==> src/rtl/ssm_fetch_pkg.sv <==
// Shared types and constants for the SSM fetch/decode/dispatch sequencer.
// Holds the FSM state encoding, fault codes and the default opcode-to-unit dispatch map.
package ssm_fetch_pkg;

    typedef enum logic [2:0] {
        StIdle,
        StPcOut,
        StMemReq,
        StIrLoad,
        StDecode,
        StDispatch,
        StWaitDone,
        StFault
    } fetch_state_e;

    localparam logic [1:0] FaultNone = 2'd0;
    localparam logic [1:0] FaultMfc  = 2'd1;
    localparam logic [1:0] FaultDone = 2'd2;

    localparam int unsigned DefaultOpcodeW  = 4;
    localparam int unsigned DefaultNumUnits = 4;

    // One nibble per opcode, opcode 0 in the low nibble:
    // 1-7 -> unit0, 8-9 -> unit1, A-B -> unit2, C-D -> unit3, 0/E/F illegal.
    localparam logic [63:0] DefaultDispatchMap = 64'h0088_4422_1111_1110;

    function automatic int unsigned max_u(input int unsigned a, input int unsigned b);
        return (a > b) ? a : b;
    endfunction

endpackage

==> src/rtl/fetch_timeout_ctr.sv <==
// Saturating cycle counter with synchronous clear and a terminal-count flag.
// tc is high while the count is at or above the supplied terminal value.
module fetch_timeout_ctr #(
    parameter int unsigned WIDTH = 8
) (
    input  logic             clock,
    input  logic             reset,
    input  logic             clear,
    input  logic             enable,
    input  logic [WIDTH-1:0] terminal,
    output logic             tc
);

    localparam logic [WIDTH-1:0] One = WIDTH'(1);

    logic [WIDTH-1:0] count_q;
    logic [WIDTH-1:0] count_d;

    always_comb begin
        count_d = count_q;
        if (clear) begin
            count_d = '0;
        end else if (enable && (count_q != '1)) begin
            count_d = count_q + One;
        end
    end

    always_ff @(posedge clock) begin
        if (reset) begin
            count_q <= '0;
        end else begin
            count_q <= count_d;
        end
    end

    assign tc = (count_q >= terminal);

endmodule

==> src/rtl/instruction_fetch_ctrl.sv <==
// Fetch/decode/dispatch sequencer: reads one instruction word over the EN/R_W/MFC handshake,
// starts the execution unit mapped to its opcode and waits for that unit's done.
module instruction_fetch_ctrl
    import ssm_fetch_pkg::*;
#(
    parameter int unsigned OPCODE_W     = DefaultOpcodeW,
    parameter int unsigned NUM_UNITS    = DefaultNumUnits,
    parameter logic [(2**OPCODE_W)*NUM_UNITS-1:0] DISPATCH_MAP = DefaultDispatchMap,
    parameter int unsigned MFC_TIMEOUT  = 15,
    parameter int unsigned DONE_TIMEOUT = 255
) (
    input  logic                 clock,
    input  logic                 reset,
    input  logic                 start,
    input  logic                 step_mode,
    input  logic [OPCODE_W-1:0]  opcode,
    input  logic                 mem_mfc,
    input  logic [NUM_UNITS-1:0] unit_done,
    output logic                 pc_out_en,
    output logic                 pc_inc_en,
    output logic                 mar_in_en,
    output logic                 mem_en,
    output logic                 mem_rw,
    output logic                 mdr_out_en,
    output logic                 ir_in_en,
    output logic [NUM_UNITS-1:0] unit_start,
    output logic                 busy,
    output logic                 illegal_op,
    output logic                 fault,
    output logic [1:0]           fault_code
);

    localparam int unsigned MaxTimeout = max_u(MFC_TIMEOUT, DONE_TIMEOUT);
    localparam int unsigned TimerW     = $clog2(MaxTimeout + 1);
    // Timer reads k-1 in the k-th cycle of a state, so the terminal is one below the limit.
    localparam logic [TimerW-1:0] MfcTerm  = TimerW'(MFC_TIMEOUT - 1);
    localparam logic [TimerW-1:0] DoneTerm = TimerW'(DONE_TIMEOUT - 1);

    fetch_state_e         state_q, state_d;
    logic [NUM_UNITS-1:0] sel_q, sel_d;
    logic [1:0]           fault_code_q, fault_code_d;
    logic [NUM_UNITS-1:0] map_entry;
    logic                 done_hit;
    logic                 timer_clear;
    logic                 timer_en;
    logic                 timer_tc;
    logic [TimerW-1:0]    timer_term;

    assign map_entry   = DISPATCH_MAP[int'(opcode) * NUM_UNITS +: NUM_UNITS];
    assign done_hit    = |(unit_done & sel_q);
    assign timer_clear = (state_d != state_q);
    assign timer_en    = (state_q == StMemReq) || (state_q == StWaitDone);
    assign timer_term  = (state_q == StMemReq) ? MfcTerm : DoneTerm;

    fetch_timeout_ctr #(
        .WIDTH(TimerW)
    ) u_timer (
        .clock    (clock),
        .reset    (reset),
        .clear    (timer_clear),
        .enable   (timer_en),
        .terminal (timer_term),
        .tc       (timer_tc)
    );

    always_comb begin
        state_d      = state_q;
        sel_d        = sel_q;
        fault_code_d = fault_code_q;
        case (state_q)
            StIdle: begin
                if (start) state_d = StPcOut;
            end
            StPcOut: state_d = StMemReq;
            StMemReq: begin
                // A completing handshake beats a timeout landing on the same cycle.
                if (mem_mfc) begin
                    state_d = StIrLoad;
                end else if (timer_tc) begin
                    state_d      = StFault;
                    fault_code_d = FaultMfc;
                end
            end
            StIrLoad: state_d = StDecode;
            StDecode: begin
                sel_d   = map_entry;
                state_d = StDispatch;
            end
            StDispatch: begin
                if (sel_q == '0) begin
                    state_d = step_mode ? StIdle : StPcOut;
                end else begin
                    state_d = StWaitDone;
                end
            end
            StWaitDone: begin
                if (done_hit) begin
                    state_d = step_mode ? StIdle : StPcOut;
                end else if (timer_tc) begin
                    state_d      = StFault;
                    fault_code_d = FaultDone;
                end
            end
            StFault: state_d = StFault;
            default: state_d = StIdle;
        endcase
    end

    always_ff @(posedge clock) begin
        if (reset) begin
            state_q      <= StIdle;
            sel_q        <= '0;
            fault_code_q <= FaultNone;
        end else begin
            state_q      <= state_d;
            sel_q        <= sel_d;
            fault_code_q <= fault_code_d;
        end
    end

    always_comb begin
        pc_out_en  = 1'b0;
        pc_inc_en  = 1'b0;
        mar_in_en  = 1'b0;
        mem_en     = 1'b0;
        mem_rw     = 1'b0;
        mdr_out_en = 1'b0;
        ir_in_en   = 1'b0;
        unit_start = '0;
        illegal_op = 1'b0;
        busy       = 1'b1;
        fault      = 1'b0;
        case (state_q)
            StIdle: busy = 1'b0;
            StPcOut: begin
                pc_out_en = 1'b1;
                mar_in_en = 1'b1;
            end
            StMemReq: begin
                mem_en = 1'b1;
                mem_rw = 1'b1;
            end
            StIrLoad: begin
                mem_en     = 1'b1;
                mem_rw     = 1'b1;
                mdr_out_en = 1'b1;
                ir_in_en   = 1'b1;
                pc_inc_en  = 1'b1;
            end
            StDispatch: begin
                unit_start = sel_q;
                illegal_op = (sel_q == '0);
            end
            StFault: begin
                busy  = 1'b0;
                fault = 1'b1;
            end
            default: ;
        endcase
    end

    assign fault_code = fault_code_q;

endmodule

==> config.mk <==
export PLATFORM = sky130hd
export DESIGN_NAME = instruction_fetch_ctrl
export DESIGN_NICKNAME = d
export VERILOG_FILES = /design/src/rtl/ssm_fetch_pkg.sv /design/src/rtl/fetch_timeout_ctr.sv /design/src/rtl/instruction_fetch_ctrl.sv
export SDC_FILE = /design/constraint.sdc
export NUM_CORES = 1
export LEC_CHECK = 0
export CORE_UTILIZATION = 45
export DETAILED_ROUTE_END_ITERATION = 10
export GPL_TIMING_DRIVEN = 0
export PLACE_DENSITY = 0.81
export SYNTH_ARGS = -nofsm -noshare
export SYNTH_HDL_FRONTEND = slang
export SYNTH_SLANG_ARGS = --single-unit
==> constraint.sdc <==
create_clock -name clock -period 4.5 [get_ports clock]
set_input_delay 1.125 -clock clock [delete_from_list [all_inputs] [get_ports clock]]
set_output_delay 1.125 -clock clock [all_outputs]
set_load 0.01 [all_outputs]
Yosys cells after proc, flatten, opt, wreduce, memory -nomap -nowiden
Index checks and enable logic that the tools add are counted.
Word-level totals
  register bits after elaboration: 17
  input port bits: 13
  output and inout bits: 16
  word-level logic and storage cells: 51
Operators by class
  add/subtract/negate cells: 1
  order comparisons: 1
  equal/unequal tests: 13
  shift-type cells: 1
  muxes and demuxes: 20
  bitwise gates (word level): 1
  reductions and logical operators: 10
Operators by type and width (count)
  $shiftx 64x7->4 const A: 1
  $pmux 3 s8: 1
  $mux 3: 5
  $eq 3x3->1 const B: 4
  $add 8x1->8 const B: 1
  $ge 8x8->1: 1
  $mux 2: 4
  $mux 8: 1
  $ne 2x2->1 const B: 4
  $ne 8x8->1 const B: 1
  $mux 1: 7
  $eq 3x2->1 const B: 2
  $reduce_or 2->1: 3
  $reduce_and 5->1: 1
  $and 4x4->4: 1
  $logic_not 4->1: 1
  $mux 4: 1
  $pmux 2 s2: 1
  $reduce_or 4->1: 1
  $eq 3x1->1 const B: 1
  $logic_not 3->1: 1
  $ne 3x3->1: 1
  $reduce_bool 2->1: 1
  $logic_and 1x1->1: 1
  $logic_or 1x1->1: 1

Longest topological paths before layout
  depth after elaboration: 8
  mapped depth: 8
  mapped depth without buffers: 8

Modules after synthesis
Synthesis repeated with hierarchy kept, for this count alone.
Second synthesis, totals
  cell total of the unflattened synthesis: 158
  area total of the unflattened synthesis: 1257.5 um2
Modules (own cells, without submodules)
  instruction_fetch_ctrl: times used 1, cells each 86, area each 650.6 um2, sequential area each 180.2 um2
  fetch_timeout_ctr: times used 1, cells each 72, area each 606.8 um2, sequential area each 160.2 um2

Worst setup path after synthesis
Ideal clock, no wire load.
  path kind: reg-to-reg
  start point: reg state_q[1]
  end point: reg u_timer.count_q[6]
  library setup time: 0.078 ns
  data arrival time: 2.177 ns
  required time: 4.422 ns
  slack: 2.244 ns
  stages on the path, launching flop included: 9
  path buffers: 0
  period minus slack after synthesis: 2.256 ns
  path through: dfxtp_1 nor2b_1 and2b_2 ha_1 a2111oi_2 o21ai_2 a21oi_1 a211oi_4 nor3_1
On the way
  cells in the longest elaborated chain, start to end: 8
  elaborated cells between the ends (all ways): 19
  classes of those cells: order compare (1); eq/ne (8); mux (6); reduce/logical (4)
Ends and longest elaborated chain
  start: declaration: RTL line instruction_fetch_ctrl.sv:39  | fetch_state_e state_q, state_d;
  start signal: assignment: RTL line instruction_fetch_ctrl.sv:111  | state_q <= StIdle;
  start signal: assignment: RTL line instruction_fetch_ctrl.sv:115  | state_q <= state_d;
  $eq 3x2->1: RTL line instruction_fetch_ctrl.sv:52, instruction_fetch_ctrl.sv:53, instruction_fetch_ctrl.sv:70
  $mux 8: RTL line instruction_fetch_ctrl.sv:53  | assign timer_term = (state_q == StMemReq) ? MfcTerm : DoneTerm;
  $ge 8x8->1: RTL line fetch_timeout_ctr.sv:36  | assign tc = (count_q >= terminal);
  $mux 3: RTL line instruction_fetch_ctrl.sv:79, instruction_fetch_ctrl.sv:99
  $mux 3 (on tied branches): RTL line instruction_fetch_ctrl.sv:97, instruction_fetch_ctrl.sv:77
  $pmux 3 s8: RTL line instruction_fetch_ctrl.sv:70  | case (state_q)
  $ne 3x3->1: RTL line instruction_fetch_ctrl.sv:51  | assign timer_clear = (state_d != state_q);
  $reduce_or 2->1 (no source line)
  end signal: assignment: RTL line fetch_timeout_ctr.sv:32  | count_q <= count_d;
  end: declaration: RTL line fetch_timeout_ctr.sv:16  | logic [WIDTH-1:0] count_q;
Parallel ways exist; a longest one is shown, timed or not.
A chain may end at the register's enable or synchronous reset.

Worst setup path in the final report
  start point: reg state_q[2]
  end point: out unit_start[3]
On the way
  cells in the longest elaborated chain, start to end: 2
Ends and longest elaborated chain
  $eq 3x3->1: RTL line instruction_fetch_ctrl.sv:133  | case (state_q)
  $mux 4: RTL line instruction_fetch_ctrl.sv:133
  end: declaration: RTL line instruction_fetch_ctrl.sv:26  | output logic [NUM_UNITS-1:0] unit_start,
Every way passes these cells.

==> flow_metrics.tcl <==
set metrics [dict create \
    setup_viol 0 \
    period_minus_slack_ns 3.08 \
    hold_class "reg -> reg" \
    cts_setup_buffers 0 \
    vias 1137 \
    fin_nets 190 \
    synth-async-reset-ratio_pct 0 \
    fin_util_pct 64.2 \
    grt_pass1_vias 1056 \
    grt_pass1_wl_um 4600 \
    start_util_pct 49.7 \
    cts_hold_buffers 0 \
    clock_sinks 17 \
    worstPathArrival_ns 1.95 \
    cts_root_buf "clkbuf_4" \
    remaining_drc_errors 0 \
    rsz0062_at_grt "false" \
    post_synth_inst_count 141 \
    syn2layout_area_growth_pct 29.2 \
    post_drt_wl_per_cell_um 14.0 \
    dieArea_um2 2740 \
    antenna_found_initial 0 \
    dp_hpwl_um 2130 \
    yosys_warnings 0 \
    yosysUniqueCellTypes 44 \
    clkLatencyLatePin_ns 0.29 \
    setup_tns_ns 0 \
    worst_pin_slew_ns 0.601 \
    worstSetupStartpointType "flop" \
    synthesis.area_um2 1140 \
    n_antenna_cell 0 \
    worst_ep_required_time_ns 3.38 \
    maxSlewHeadroom_pct 59.6 \
    gp_congestion 0.909 \
    pin_count 29 \
    ys_ff_latch 17 \
    power.leakage_uw 0.000540 \
    maxCapViolations 0 \
    seq_area_frac_synth_pct 29.8 \
    yosys.area.top_type_share_pct 29.8 \
    drive_gt1_share_pct 12.8 \
    fill_cells 203 \
    ir_drop_mv 0.357 \
    cts_tree "yes" \
    chipWidth_um 52.4 \
    clk_path_buf_depth 2 \
    synth_top_cell_by_area "dfxtp_1" \
    timing.final.hold_violations 0 \
    std_cell_rows 17 \
    drt_first_pass_iters 5 \
    grt_max_degree 11 \
    ys.flop_type "dfxtp_1" \
    syn_nets 158 \
    final.period_utilization_pct 68.4 \
    die_h_um 52.4 \
    grt.overflow.total 0 \
    drtIter0Drc 38 \
    reg2reg_depth 8 \
    synthTopCellsByArea "dfxtp_1 (30%), nor3_1 (5.7%), nor2_1 (4.9%), a21oi_1 (4.4%), ha_1 (4.4%)" \
    min_path_cells 1 \
    coreArea_um2 2300 \
    status "complete, no violations" \
    criticalPathCategory "reg -> out" \
    antenna_left 0 \
    grt_usage_pct 22.5 \
    fmax_mhz 325 \
    critical_path.max_fanout 10 \
    io_buffers 27 \
    synth.avg_cell_area_um2 8.09 \
    p_per_area_nw_per_um2 446 \
    htree_num_levels 1 \
    skew_ns 0.00442 \
    synth_edf_count 0 \
    vias_per_cell 5.69 \
    wl_um 2800 \
    cts_made_buffers 3 \
    clk_pin_slew_ns 0.10 \
    maxSlewViolCount 0 \
    cts_resized 0 \
    end_kind "output port" \
]
==> synth_stat cells (2+ instances only) <==
cell type and number:
a21oi_1 10, nand2_1 10, and3_1 6, nor4_1 2
buf_4 6, xnor2_1 3, dfxtp_1 17, o21ai_2 2
inv_1 3, nand3_1 3, nand2b_1 2, nor2b_1 3
a22oi_1 2, ha_1 4, xor2_1 2, nor2_1 15
o21ai_0 4, and2b_2 2, nand4_1 2, or2b_1 2
a211oi_1 3, nor3_1 13, nand3b_1 4
==> metal layers <==
layer,up-vias,global-route usage (%),routed length (um)
li1,567,-,-
met1,529,30.7,1300
met2,37,36.3,1350
met3,4,3.77,127
met4,0,5.70,21
met5,-,0,0
==> cells in the final DEF (no fill, tap or decap), types with 3 or more instances in the layout <==
cell type / instances
a211oi_1: 3
a21oi_1: 10
and3_1: 6
buf_4: 6
clkbuf_4: 3
clkdlybuf4s50_1: 27
dfxtp_1: 17
ha_1: 4
inv_1: 3
nand2_1: 10
nand3_1: 3
nand3b_1: 4
nor2_1: 15
nor2b_1: 3
nor3_1: 13
o21ai_0: 4
xnor2_1: 3
==> stage by stage <==
step | instances | hold slack, ns | total power, uW | setup WS [ns] | instance area [um^2]
2_1_floorplan | 141 | 0.492 | 447 | 2.24 | 1140
3_3_place_gp | 196 | 0.454 | 564 | 1.67 | 1450
3_5_place_dp | 196 | 0.485 | 573 | 1.63 | 1450
4_1_cts | 200 | 0.511 | 656 | 1.45 | 1470
5_1_grt | 200 | 0.523 | 704 | 1.32 | 1470
6_report | 200 | 0.505 | 657 | 1.42 | 1470
==> cells by family after synthesis <==
logic type | count (synthesis) | share of synthesized area [%]
and+or+nand+nor | 72 | 34.5
AOI/OAI and AO/OA | 30 | 20.0
DFF | 17 | 29.8
buffers and inverters | 12 | 6.58
xor gates and xnor gates | 5 | 3.84
adders and majority gates | 4 | 4.39
muxes | 1 | 0.877
==> power breakdown <==
| group | switching (uW) | leakage [uW] | total (uW) | internal (uW) |
|---|---|---|---|---|
| registers | 15.6 | 0.000138 | 184 | 169 |
| logic | 209 | 0.000385 | 390 | 181 |
| clock network | 49.7 | 0.0000177 | 82.8 | 33.1 |
==> registers in the layout, summed over array words and instances, names as in the netlist <==
name / count
fault_code: 2
sel_q: 4
state_q: 3
u_timer.count_q: 8
==> worst max-delay path: stages, from the launching register on <==
cell	delay (ns)
dfxtp_1	0.42
buf_6	0.16
clkbuf_1	0.30
and3_2	0.24
clkdlybuf4s50_1	0.53
==> layout make-up <==
class / count / area, um^2 / area share, %
plain buffers: 9 / 63.8 / 4.33
clock buffers: 3 / 22.5 / 1.53
clock inverters: 1 / 5.00 / 0.340
inverters: 3 / 11.3 / 0.764
multi-input cells: 112 / 726 / 49.2
flip-flops and latches: 17 / 340 / 23.1
well taps: 28 / 35.0 / 2.38
repair buffers: 27 / 270 / 18.3
==> worst paths after layout <==
check | start | slack [ns] | end
min reg2reg | fault_code[1]$_SDFFE_PP0P_ | 0.50 | fault_code[1]$_SDFFE_PP0P_
max reg2reg | state_q[1]$_SDFF_PP0_ | 1.74 | u_timer.count_q[1]$_SDFFE_PP0P_
min | fault_code[1]$_SDFFE_PP0P_ | 0.50 | fault_code[1]$_SDFFE_PP0P_
max | state_q[2]$_SDFF_PP0_ | 1.42 | unit_start[3]
Power figures use the tool's default switching activity.
